**config.mk**
```make
export PLATFORM = sky130hd
export DESIGN_NAME = data_mem_arbiter
export DESIGN_NICKNAME = d
export VERILOG_FILES = /design/src/rtl/data_mem_arbiter.sv
export SDC_FILE = /design/constraint.sdc
export NUM_CORES = 1
export LEC_CHECK = 0
export CORE_AREA = 2 2 235 237
export CTS_BUF_LIST = sky130_fd_sc_hd__clkbuf_4 sky130_fd_sc_hd__clkbuf_8
export CTS_CLUSTER_SIZE = 12
export DETAILED_ROUTE_END_ITERATION = 10
export DIE_AREA = 0 0 237 239
export PLACE_DENSITY = 0.5
export REMOVE_ABC_BUFFERS = 1
export SLEW_MARGIN = 15
export SYNTH_ARGS = -nofsm -noshare
export SYNTH_HDL_FRONTEND = slang
export SYNTH_SLANG_ARGS = --single-unit
```
**constraint.sdc**
```tcl
create_clock -name clk -period 3.2 [get_ports clk]
set_clock_uncertainty 0.2 [all_clocks]
set_input_delay 0.64 -clock clk [delete_from_list [all_inputs] [get_ports clk]]
set_output_delay 0.64 -clock clk [all_outputs]
set_load 0.02 [all_outputs]
```
**src/rtl/data_mem_arbiter.sv**
```systemverilog
// Core/aux arbiter for the data port of data_mem: request checking, starvation bound,
// one-cycle registered responses. Optional burst lock enabled by defining MEM_ARB_LOCK_EN.
package mem_pkg;
  typedef enum logic [2:0] {
    NO_LOAD, LOAD_BYTE, LOAD_HALF, LOAD_WORD, LOAD_DWORD
  } mem_load_type_t;
  typedef enum logic [2:0] {
    NO_STORE, STORE_BYTE, STORE_HALF, STORE_WORD, STORE_DWORD
  } mem_store_type_t;
endpackage

module data_mem_arbiter
  import mem_pkg::*;
#(
  parameter int unsigned MAX_WAIT = 4,
  parameter logic [63:0] DATA_LEN = 64'h20000
) (
  input  logic            clk,
  input  logic            reset,
  input  logic            core_valid,
  output logic            core_ready,
  input  logic [63:0]     core_addr,
  input  logic [63:0]     core_wdata,
  input  mem_load_type_t  core_load_type,
  input  mem_store_type_t core_store_type,
  input  logic            core_signed,
  output logic            core_rsp_valid,
  output logic [63:0]     core_rsp_data,
  output logic            core_rsp_err,
  input  logic            aux_valid,
  output logic            aux_ready,
  input  logic [63:0]     aux_addr,
  input  logic [63:0]     aux_wdata,
  input  mem_load_type_t  aux_load_type,
  input  mem_store_type_t aux_store_type,
  input  logic            aux_signed,
  input  logic            aux_lock,
  output logic            aux_rsp_valid,
  output logic [63:0]     aux_rsp_data,
  output logic            aux_rsp_err,
  output logic [63:0]     mem_addr,
  output logic [63:0]     mem_data_in,
  output mem_load_type_t  mem_load_type,
  output mem_store_type_t mem_store_type,
  output logic            mem_signed_type,
  input  logic [63:0]     mem_data_out
);

  localparam int CNT_W = $clog2(MAX_WAIT + 1);
  localparam logic [CNT_W-1:0] CNT_MAX = CNT_W'(MAX_WAIT);

  logic [CNT_W-1:0] wait_cnt_q, wait_cnt_d;
  logic             locked_q, locked_d;
  logic             starve, aux_pri;

  // Index 0 is the core requester, index 1 the aux requester.
  logic [1:0]      req_valid, req_acc, req_noop, req_err, req_fwd, req_load, req_sgn;
  logic [63:0]     req_addr  [2];
  logic [63:0]     req_wdata [2];
  mem_load_type_t  req_lt    [2];
  mem_store_type_t req_st    [2];

  assign req_valid    = {aux_valid, core_valid};
  assign req_sgn      = {aux_signed, core_signed};
  assign req_addr[0]  = core_addr;
  assign req_addr[1]  = aux_addr;
  assign req_wdata[0] = core_wdata;
  assign req_wdata[1] = aux_wdata;
  assign req_lt[0]    = core_load_type;
  assign req_lt[1]    = aux_load_type;
  assign req_st[0]    = core_store_type;
  assign req_st[1]    = aux_store_type;

  assign starve     = (wait_cnt_q == CNT_MAX);
  assign aux_pri    = starve | locked_q;
  assign core_ready = !(aux_valid & aux_pri);
  assign aux_ready  = !core_valid | aux_pri;
  assign req_acc    = req_valid & {aux_ready, core_ready};

  generate
    for (genvar gi = 0; gi < 2; gi++) begin : g_req
      logic        is_ld, is_st, mis_ld, mis_st, oor;
      logic        rsp_valid_q, rsp_valid_d;
      logic        rsp_err_q, rsp_err_d;
      logic [63:0] rsp_data_q, rsp_data_d;

      always_comb begin
        is_ld  = (req_lt[gi] != NO_LOAD);
        is_st  = (req_st[gi] != NO_STORE);
        oor    = (req_addr[gi] >= DATA_LEN);
        mis_ld = 1'b0;
        mis_st = 1'b0;
        case (req_lt[gi])
          LOAD_HALF:  mis_ld = req_addr[gi][0];
          LOAD_WORD:  mis_ld = |req_addr[gi][1:0];
          LOAD_DWORD: mis_ld = |req_addr[gi][2:0];
          default:    mis_ld = 1'b0;
        endcase
        case (req_st[gi])
          STORE_HALF:  mis_st = req_addr[gi][0];
          STORE_WORD:  mis_st = |req_addr[gi][1:0];
          STORE_DWORD: mis_st = |req_addr[gi][2:0];
          default:     mis_st = 1'b0;
        endcase
      end

      // A no-op is never an error, whatever its address.
      assign req_noop[gi] = !is_ld & !is_st;
      assign req_err[gi]  = !req_noop[gi] & ((is_ld & is_st) | mis_ld | mis_st | oor);
      assign req_fwd[gi]  = req_acc[gi] & !req_noop[gi] & !req_err[gi];
      assign req_load[gi] = is_ld;

      always_comb begin
        rsp_valid_d = req_acc[gi] & !req_noop[gi];
        rsp_err_d   = req_acc[gi] & req_err[gi];
        rsp_data_d  = (req_fwd[gi] & req_load[gi]) ? mem_data_out : '0;
      end

      always_ff @(posedge clk) begin
        if (!reset) begin
          rsp_valid_q <= 1'b0;
          rsp_err_q   <= 1'b0;
          rsp_data_q  <= '0;
        end else begin
          rsp_valid_q <= rsp_valid_d;
          rsp_err_q   <= rsp_err_d;
          rsp_data_q  <= rsp_data_d;
        end
      end
    end
  endgenerate

  assign core_rsp_valid = g_req[0].rsp_valid_q;
  assign core_rsp_err   = g_req[0].rsp_err_q;
  assign core_rsp_data  = g_req[0].rsp_data_q;
  assign aux_rsp_valid  = g_req[1].rsp_valid_q;
  assign aux_rsp_err    = g_req[1].rsp_err_q;
  assign aux_rsp_data   = g_req[1].rsp_data_q;

  // At most one requester is accepted, so at most one req_fwd bit is set.
  always_comb begin
    mem_addr        = '0;
    mem_data_in     = '0;
    mem_load_type   = NO_LOAD;
    mem_store_type  = NO_STORE;
    mem_signed_type = 1'b0;
    for (int i = 0; i < 2; i++) begin
      if (req_fwd[i]) begin
        mem_addr        = req_addr[i];
        mem_data_in     = req_wdata[i];
        mem_load_type   = req_lt[i];
        mem_store_type  = req_st[i];
        mem_signed_type = req_sgn[i];
      end
    end
  end

  always_comb begin
    wait_cnt_d = wait_cnt_q;
    if (req_acc[1]) begin
      wait_cnt_d = '0;
    end else if (aux_valid && !aux_ready && !starve) begin
      wait_cnt_d = wait_cnt_q + CNT_W'(1);
    end
  end

`ifdef MEM_ARB_LOCK_EN
  always_comb begin
    locked_d = locked_q;
    if (req_acc[1]) begin
      locked_d = aux_lock;
    end
  end
`else
  logic unused_aux_lock;
  assign unused_aux_lock = aux_lock;
  assign locked_d        = 1'b0;
`endif

  always_ff @(posedge clk) begin
    if (!reset) begin
      wait_cnt_q <= '0;
      locked_q   <= 1'b0;
    end else begin
      wait_cnt_q <= wait_cnt_d;
      locked_q   <= locked_d;
    end
  end

endmodule

```
## Word-level counts from Yosys, hierarchy flattened

Cells that the tools add are included.

- Bits of input ports: 339
- Bits in registers: 135
- Logic and storage cells: 86
- Output and inout bits: 269

- $add $sub $neg: 1
- Bitwise operators: 24
- Equality and inequality tests: 13
- $lt $le $gt $ge: 2
- Reductions and logical operators: 25
- Multiplexer cells: 14

Operator list:

| cell | count |
|---|---|
| 64-bit two-way mux | 4 |
| 64-bit by 18-bit greater-or-equal comparator with 1-bit output, second input constant | 2 |
| 3-bit by 2-bit == test with 1-bit output, second input constant | 8 |
| 1-bit bitwise AND | 15 |
| 3-bit == test, second input constant | 5 |
| 1-bit zero test | 12 |
| 3-bit two-way mux | 4 |
| 1-bit one-hot mux with 3 select lines | 4 |
| 3-bit nonzero test | 4 |
| 1-bit OR | 7 |
| 2-bit OR reduction | 3 |
| 3-bit OR reduction | 2 |
| 2-bit AND reduction | 2 |
| 3-bit by 1-bit adder with 3-bit output, second input constant | 1 |
| 2-bit bitwise AND | 1 |
| 1-bit logical AND | 2 |
| 1-bit two-way mux | 2 |
| 1-bit NOT | 1 |

## Longest topological paths before layout

Gate-level depths: netlist of the first run.

- Depth after elaboration: 10
- Gate-level depth with buffers: 9
- Gate-level depth less buffers: 7

## Least setup slack after synthesis of the first run

OpenSTA, ideal clock, no wires.

- Kind: input port to output port
- Start point: input port aux_addr[42]
- End point: output port mem_addr[0]
- Setup slack: -0.209 ns
- Data arrival time: 2.569 ns
- Buffers on the path: 2
- Stages on the path: 7
- Cells stage by stage: nor4_1 > nand4_1 > or4_4 > nor4_4 > buf_4 > buf_2 > a22o_1

- Longest elaborated chain between the ends: 6

Ends and longest elaborated chain:

| element | RTL line | text |
|---|---|---|
| start, declared | 32 | `input logic [63:0] aux_addr,` |
| 64-bit by 18-bit greater-or-equal comparator with 1-bit output | 90 | `oor = (req_addr[gi] >= DATA_LEN);` |
| 1-bit OR | 109 | `assign req_err[gi] = !req_noop[gi] & ((is_ld & is_st) \| mis_ld \| mis_st \| oor);` |
| 1-bit bitwise AND | 109 |  |
| 1-bit zero test | 110 | `assign req_fwd[gi] = req_acc[gi] & !req_noop[gi] & !req_err[gi];` |
| 1-bit bitwise AND | 110 |  |
| 64-bit two-way mux | 148 | `if (req_fwd[i]) begin` |
| end, declared | 41 | `output logic [63:0] mem_addr,` |

Every way passes these cells.

## Worst setup path after layout of the first run

- Start point: input port aux_addr[50]
- End point: output port mem_data_in[10]

- Longest elaborated chain between the ends: 6

Ends and longest elaborated chain:

| element | RTL line | text |
|---|---|---|
| 64-bit by 18-bit greater-or-equal comparator with 1-bit output | 90 |  |
| 1-bit OR | 109 |  |
| 1-bit bitwise AND | 109 |  |
| 1-bit zero test | 110 |  |
| 1-bit bitwise AND | 110 |  |
| 64-bit two-way mux | 148 |  |
| end, declared | 42 | `output logic [63:0] mem_data_in,` |

Every way passes these cells.

==> impl_metrics.ini, run 1 <==
[min_path]
hold_path_class = flip-flop to flip-flop

[yosys]
ys_seq_elements = 135
yosysWarnings = 0
ys_types = 40
synthCells = 521
synth_compound_area_frac = 0.164
synth_adder_area_share = 0.00462
synth_ff_type = dfxtp_1
synth-edff-count = 0
netlist_top_cells_area = dfxtp_1 (50%), and2_1 (15%), a22o_1 (14%)
synth_top_family_by_area = simple AND/OR/NAND/NOR gates
synth_mux_area_frac = 0
synth_area_mm2 = 0.00542
yosysSeqAreaShare = 0.499
avgSynthCellArea_um2 = 10.4
synth_top_area_cell = dfxtp_1
async_reset_ff_frac = 0
yosysTopAreaCellShare = 0.499
synth_xor_area_frac = 0.00162
synth-simple-area-share = 0.235

[global_route]
grt_pass1_vias = 6768
grt_util_all_layers = 0.142
grt_pass1_wl_um = 54400
antenna_found_initial = 15
grt_max_degree = 39
overflow = 0

[die]
initial_utilization = 0.0997
die_w_um = 237
core-area_mm2 = 0.0543
die_area_mm2 = 0.0566
std_cell_rows = 86
io_pins = 608
die_height_um = 239

[placement]
hpwl_um = 33900
gp_congestion = 0.997
dp_slack_ps = -1400
portBuffers = 559
placed_cells = 1801
place_area_mm2 = 0.0123

[timing]
fmax_mhz = 265
holdWs_ps = 319
hold_viol = 0
rsz0062_at_grt = yes
setup_viol = 88
fin_crit_sh = 1.18
drv_slew = 0
fin_crit_ps = 3780
layout_setup_ws_ps = -577
tns_ps = -41490

[detailed_routing]
drc = 0
drt_first_pass_iters = 7
post_drt_wl_per_cell_um = 22.2
drt_iter0_drc = 201
wirelength_um = 42000
detail_route.vias_per_cell = 3.53
vias = 6680
route.antenna.remaining_nets = 0

[setup_path]
critPathLaunchType = primary input
arrival_ps = 2940
crit_family = simple AND/OR/NAND/NOR gates
crit_path_frequent_cell = buf_6
slowest_stage = or4_4
crit_path_max_fanout = 7
max_stage_delay_ps = 540
crit_required_ps = 2360
crit_path_cell_trace = buf_6, nor4_4, nand4_1, or4_4, nor4_4, buf_6, buf_12, buf_12, buf_16, buf_6, a22o_1, buf_6
path_buf_inv = 7
critPathKind = primary input to output pin
cp-end-kind = output pin

[clock_network]
clkLatencyLatePin_ps = 510
h-tree-depth = 4
clkTransAtPathRegs_ps = 100
cts_sinks = 135
cts_buffer_depth = 2
cts_buffers = 17
cts_hold_buffers = 0
tritoncts = yes
cts_root_buffer = clkbuf_8

[power_and_ir_drop]
p_leak_nw = 5.69
total_power_mw = 3.79
power.density_mw_per_mm2 = 271
ir_drop_v = 0.000225

[finish]
final_nets = 1511
drive_gt1_frac = 0.280
finish.utilization = 0.257
syn_to_final_growth_pct = 158
fin_cells = 1890
final_common_cell = clkdlybuf4s50_1
final_area_mm2 = 0.0140
final_cell_mix = clkdlybuf4s50_1 (372), dfxtp_1 (135), and2_1 (129)

[job]
maxCapViolations = 0

[status]
violations = negative setup slack
status = finished, violations left
timing repair:
item                       in CTS  in global routing
setup buffers                  30                 15
setup endpoints to repair      88                 88
cloned                         10                  6
resized for setup             632                 88
pin swaps                      79                 65
tightest hold or removal path, stage by stage (launching register included):
cell and delay (ps):
dfxtp_1 350, nand2_1 60, a21boi_0 70
final timing paths:
kind                               startpoint                 to  slack (ps)  cells past startpoint
worst min register to register  wait_cnt_q[2]      wait_cnt_q[2]         320                      2
worst max-delay path             aux_addr[50]    mem_data_in[10]        -580                     12
worst max register to register  wait_cnt_q[0]  core_rsp_data[10]         940                      9
worst min-delay path            wait_cnt_q[2]      wait_cnt_q[2]         320                      2
layout make-up:
class / instances / area (um2)
Clock buffer: 19 / 255
Fill cell: 5756 / 40400
Multi-Input combinational cell: 351 / 2790
Inverter: 3 / 11.3
Timing Repair Buffer: 662 / 7170
Antenna cell: 3 / 7.51
Sequential cell: 135 / 2700
Clock inverter: 13 / 154
Tap cell: 704 / 881
synthesized netlist by cell type, types with 2 or more instances:
master and instances:
clkbuf_1 8, nor3_1 8, inv_1 3, clkbuf_2 6, buf_2 14, nor3b_1 7
nor4_1 18, or4_1 4, ha_1 2, nor2_1 4, nand3_1 4, nand2_1 5
a21oi_1 5, nor4_4 3, nand4_1 4, dfxtp_1 135, and2_1 129, a22o_1 87
o21ai_0 2, o21a_1 3, or2_2 2, buf_4 50
registers in the layout, summed over array words and instances, names as in the netlist:
| register | count |
|---|---|
| wait_cnt_q | 3 |
| aux_rsp_data | 64 |
| core_rsp_data | 64 |
| aux_rsp_valid | 1 |
| core_rsp_err | 1 |
| core_rsp_valid | 1 |
| aux_rsp_err | 1 |
kinds of logic (layout without fill, tap and decap cells):
logic type               count (synthesis)  in the layout
AND/OR/NAND/NOR                        196            196
flip-flops                             135            135
adder cells (fa/ha/maj)                  2              2
AO/OA/AOI/OAI                          105            105
buffers and inverters                   81            697
XOR/XNOR                                 1              1
other                                    1             50
power breakdown:
| part | switching [mW] | internal (mW) |
|---|---|---|
| clock network | 0.717 | 0.793 |
| registers | 0.00190 | 1.68 |
| logic | 0.225 | 0.372 |
| total | 0.944 | 2.85 |
layer usage:
layer  track usage  part of all wire
met1         0.142              0.36
met2         0.265              0.52
met3        0.0503             0.078
met4        0.0654             0.047
met5             0            0.0017
No activity file was read; power rests on OpenSTA's default activity.
==> inputs of run 2 (changes only) <==
Settings changed: SKIP_LAST_GASP set to 1.
==> run 2 against run 1 <==
The run still ends with negative setup slack left. Sequential share of layout area shrank 0.088 points. Non-clock buffer count grew 1. Cell count is the same. Routed wire length is essentially flat. Highest routed layer unchanged.
==> impl_metrics.ini, run 2 (synthesized netlist as in run 1, its figures left out) <==
[clock_network]
tritoncts = yes
clkLatencyLatePin_ps = 510
cts_sinks = 135
cts_hold_buffers = 0
cts_root_buffer = clkbuf_8
cts_buffer_depth = 2
clkTransAtPathRegs_ps = 100
h-tree-depth = 4
cts_buffers = 17

[setup_path]
arrival_ps = 2960
crit_path_cell_trace = buf_6, nor4_4, nand4_1, or4_4, nor4_4, buf_6, buf_12, buf_12, buf_16, buf_12, a22o_1, buf_6
crit_family = simple AND/OR/NAND/NOR gates
critPathKind = primary input to output pin
reg2reg_from = wait_cnt_q[0]
path_buf_inv = 7
cp-end-kind = output pin
r2r_cells = 9
max_stage_delay_ps = 550
r2r-end = core_rsp_data[10]
critPathLaunchType = primary input
crit_required_ps = 2360
r2r_slack_ps = 980
cp-startpoint = aux_addr[50]
crit_path_max_fanout = 4
slowest_stage = or4_4

[detailed_routing]
vias = 6633
route.antenna.remaining_nets = 0
drt_iter0_drc = 228
post_drt_wl_per_cell_um = 22.2
wirelength_um = 42000
drt_first_pass_iters = 6
drc = 0
detail_route.vias_per_cell = 3.51

[finish]
final_common_cell = clkdlybuf4s50_1
final_cell_mix = clkdlybuf4s50_1 (374), dfxtp_1 (135), and2_1 (129)
finish.utilization = 0.258
syn_to_final_growth_pct = 159
drive_gt1_frac = 0.280
fillerInstances = 5736
final_nets = 1512

[global_route]
grt_pass1_wl_um = 54400
grt_pass1_vias = 6766
overflow = 0
antenna_found_initial = 16
grt_max_degree = 39
grt_util_all_layers = 0.142

[die]
die_area_mm2 = 0.0566
std_cell_rows = 86
core-area_mm2 = 0.0543
die_height_um = 239
die_w_um = 237
initial_utilization = 0.0997
io_pins = 608

[placement]
hpwl_um = 33900
portBuffers = 559
gp_congestion = 0.997

[timing]
hold_viol = 0
layout_setup_ws_ps = -600
tns_ps = -43030
fin_crit_sh = 1.19
setup_viol = 88
holdWs_ps = 315
drv_slew = 0
fmax_mhz = 263
rsz0062_at_grt = yes
fin_crit_ps = 3800

[min_path]
hold_path_class = flip-flop to flip-flop
min_path_cells = 2
holdPathEnd = wait_cnt_q[2]
min_from = wait_cnt_q[2]

[power_and_ir_drop]
ir_drop_v = 0.000226
power.density_mw_per_mm2 = 271
p_leak_nw = 5.72

[status]
status = finished, violations left
violations = negative setup slack

[job]
maxCapViolations = 0
==> run 2: changes by cell type in the layout (fill, tap and decap cells not counted), sizes merged <==
cell           before  now
buf               223  221
clkbuf             30   32
clkdlybuf4s15      23   25
clkdlybuf4s50     372  374
diode               3    2
dlygate4sd2        22   15
dlymetal6s2s       11   15
==> run 2: metrics by stage <==
step	area, um2	power (mW)	setup slack, ps	cells
floorplan	5080	1.80	-1890	489
global placement	12300	2.32	-1440	1801
detailed placement	12300	2.32	-1400	1801
CTS	13500	3.88	-610	1873
global route	14000	3.98	-644	1890
finish	14000	3.80	-600	1890
==> run 2: layout make-up <==
| type | instances | area (um2) | area share |
|---|---|---|---|
| timing repair buffer | 663 | 7210 | 0.513 |
| clock inverter | 13 | 154 | 0.0110 |
| tap | 704 | 881 | 0.0627 |
| inverter | 3 | 11.3 | 0.000802 |
| antenna | 2 | 5.00 | 0.000356 |
| multi-input combinational | 351 | 2830 | 0.201 |
| clock buffer | 19 | 255 | 0.0182 |
| sequential | 135 | 2700 | 0.192 |
==> run 2: repair_timing <==
action	4_1_cts	5_1_grt
setup buffers	30	16
gates cloned	10	4
gates resized for setup	579	141
pin swaps	78	65
setup endpoints to repair	88	88
==> run 2: worst max-delay path by stage <==
| stage | end | slack (ps) | depth (start not counted) |
|---|---|---|---|
| 5_1_grt | mem_store_type[2] | -640 | 12 |
| 3_5_place_dp | mem_data_in[21] | -1400 | 9 |
| 2_1_floorplan | mem_addr[0] | -1890 | 5 |
| 4_1_cts | mem_data_in[23] | -610 | 11 |
| 6_report | mem_addr[5] | -600 | 12 |
| 3_3_place_gp | mem_data_in[17] | -1440 | 8 |
==> run 2: worst register-to-register path: cells and delay by family, from the launching register on <==
family / cells / cell delay (ps)
buffers and inverters: 4 / 700
AND/OR/NAND/NOR: 4 / 670
flip-flops: 1 / 370
adder cells (fa/ha/maj): 1 / 210
==> run 2: layer usage <==
| metal | track usage | share of wire |
|---|---|---|
| met5 | 0 | 0.0020 |
| met4 | 0.0641 | 0.052 |
| met3 | 0.0498 | 0.088 |
| met2 | 0.265 | 0.51 |
| met1 | 0.142 | 0.35 |
==> run 2: power by group <==
part	total (mW)	switching, mW	internal, mW
logic	0.607	0.229	0.378
clock network	1.51	0.718	0.793
registers	1.68	0.00178	1.68
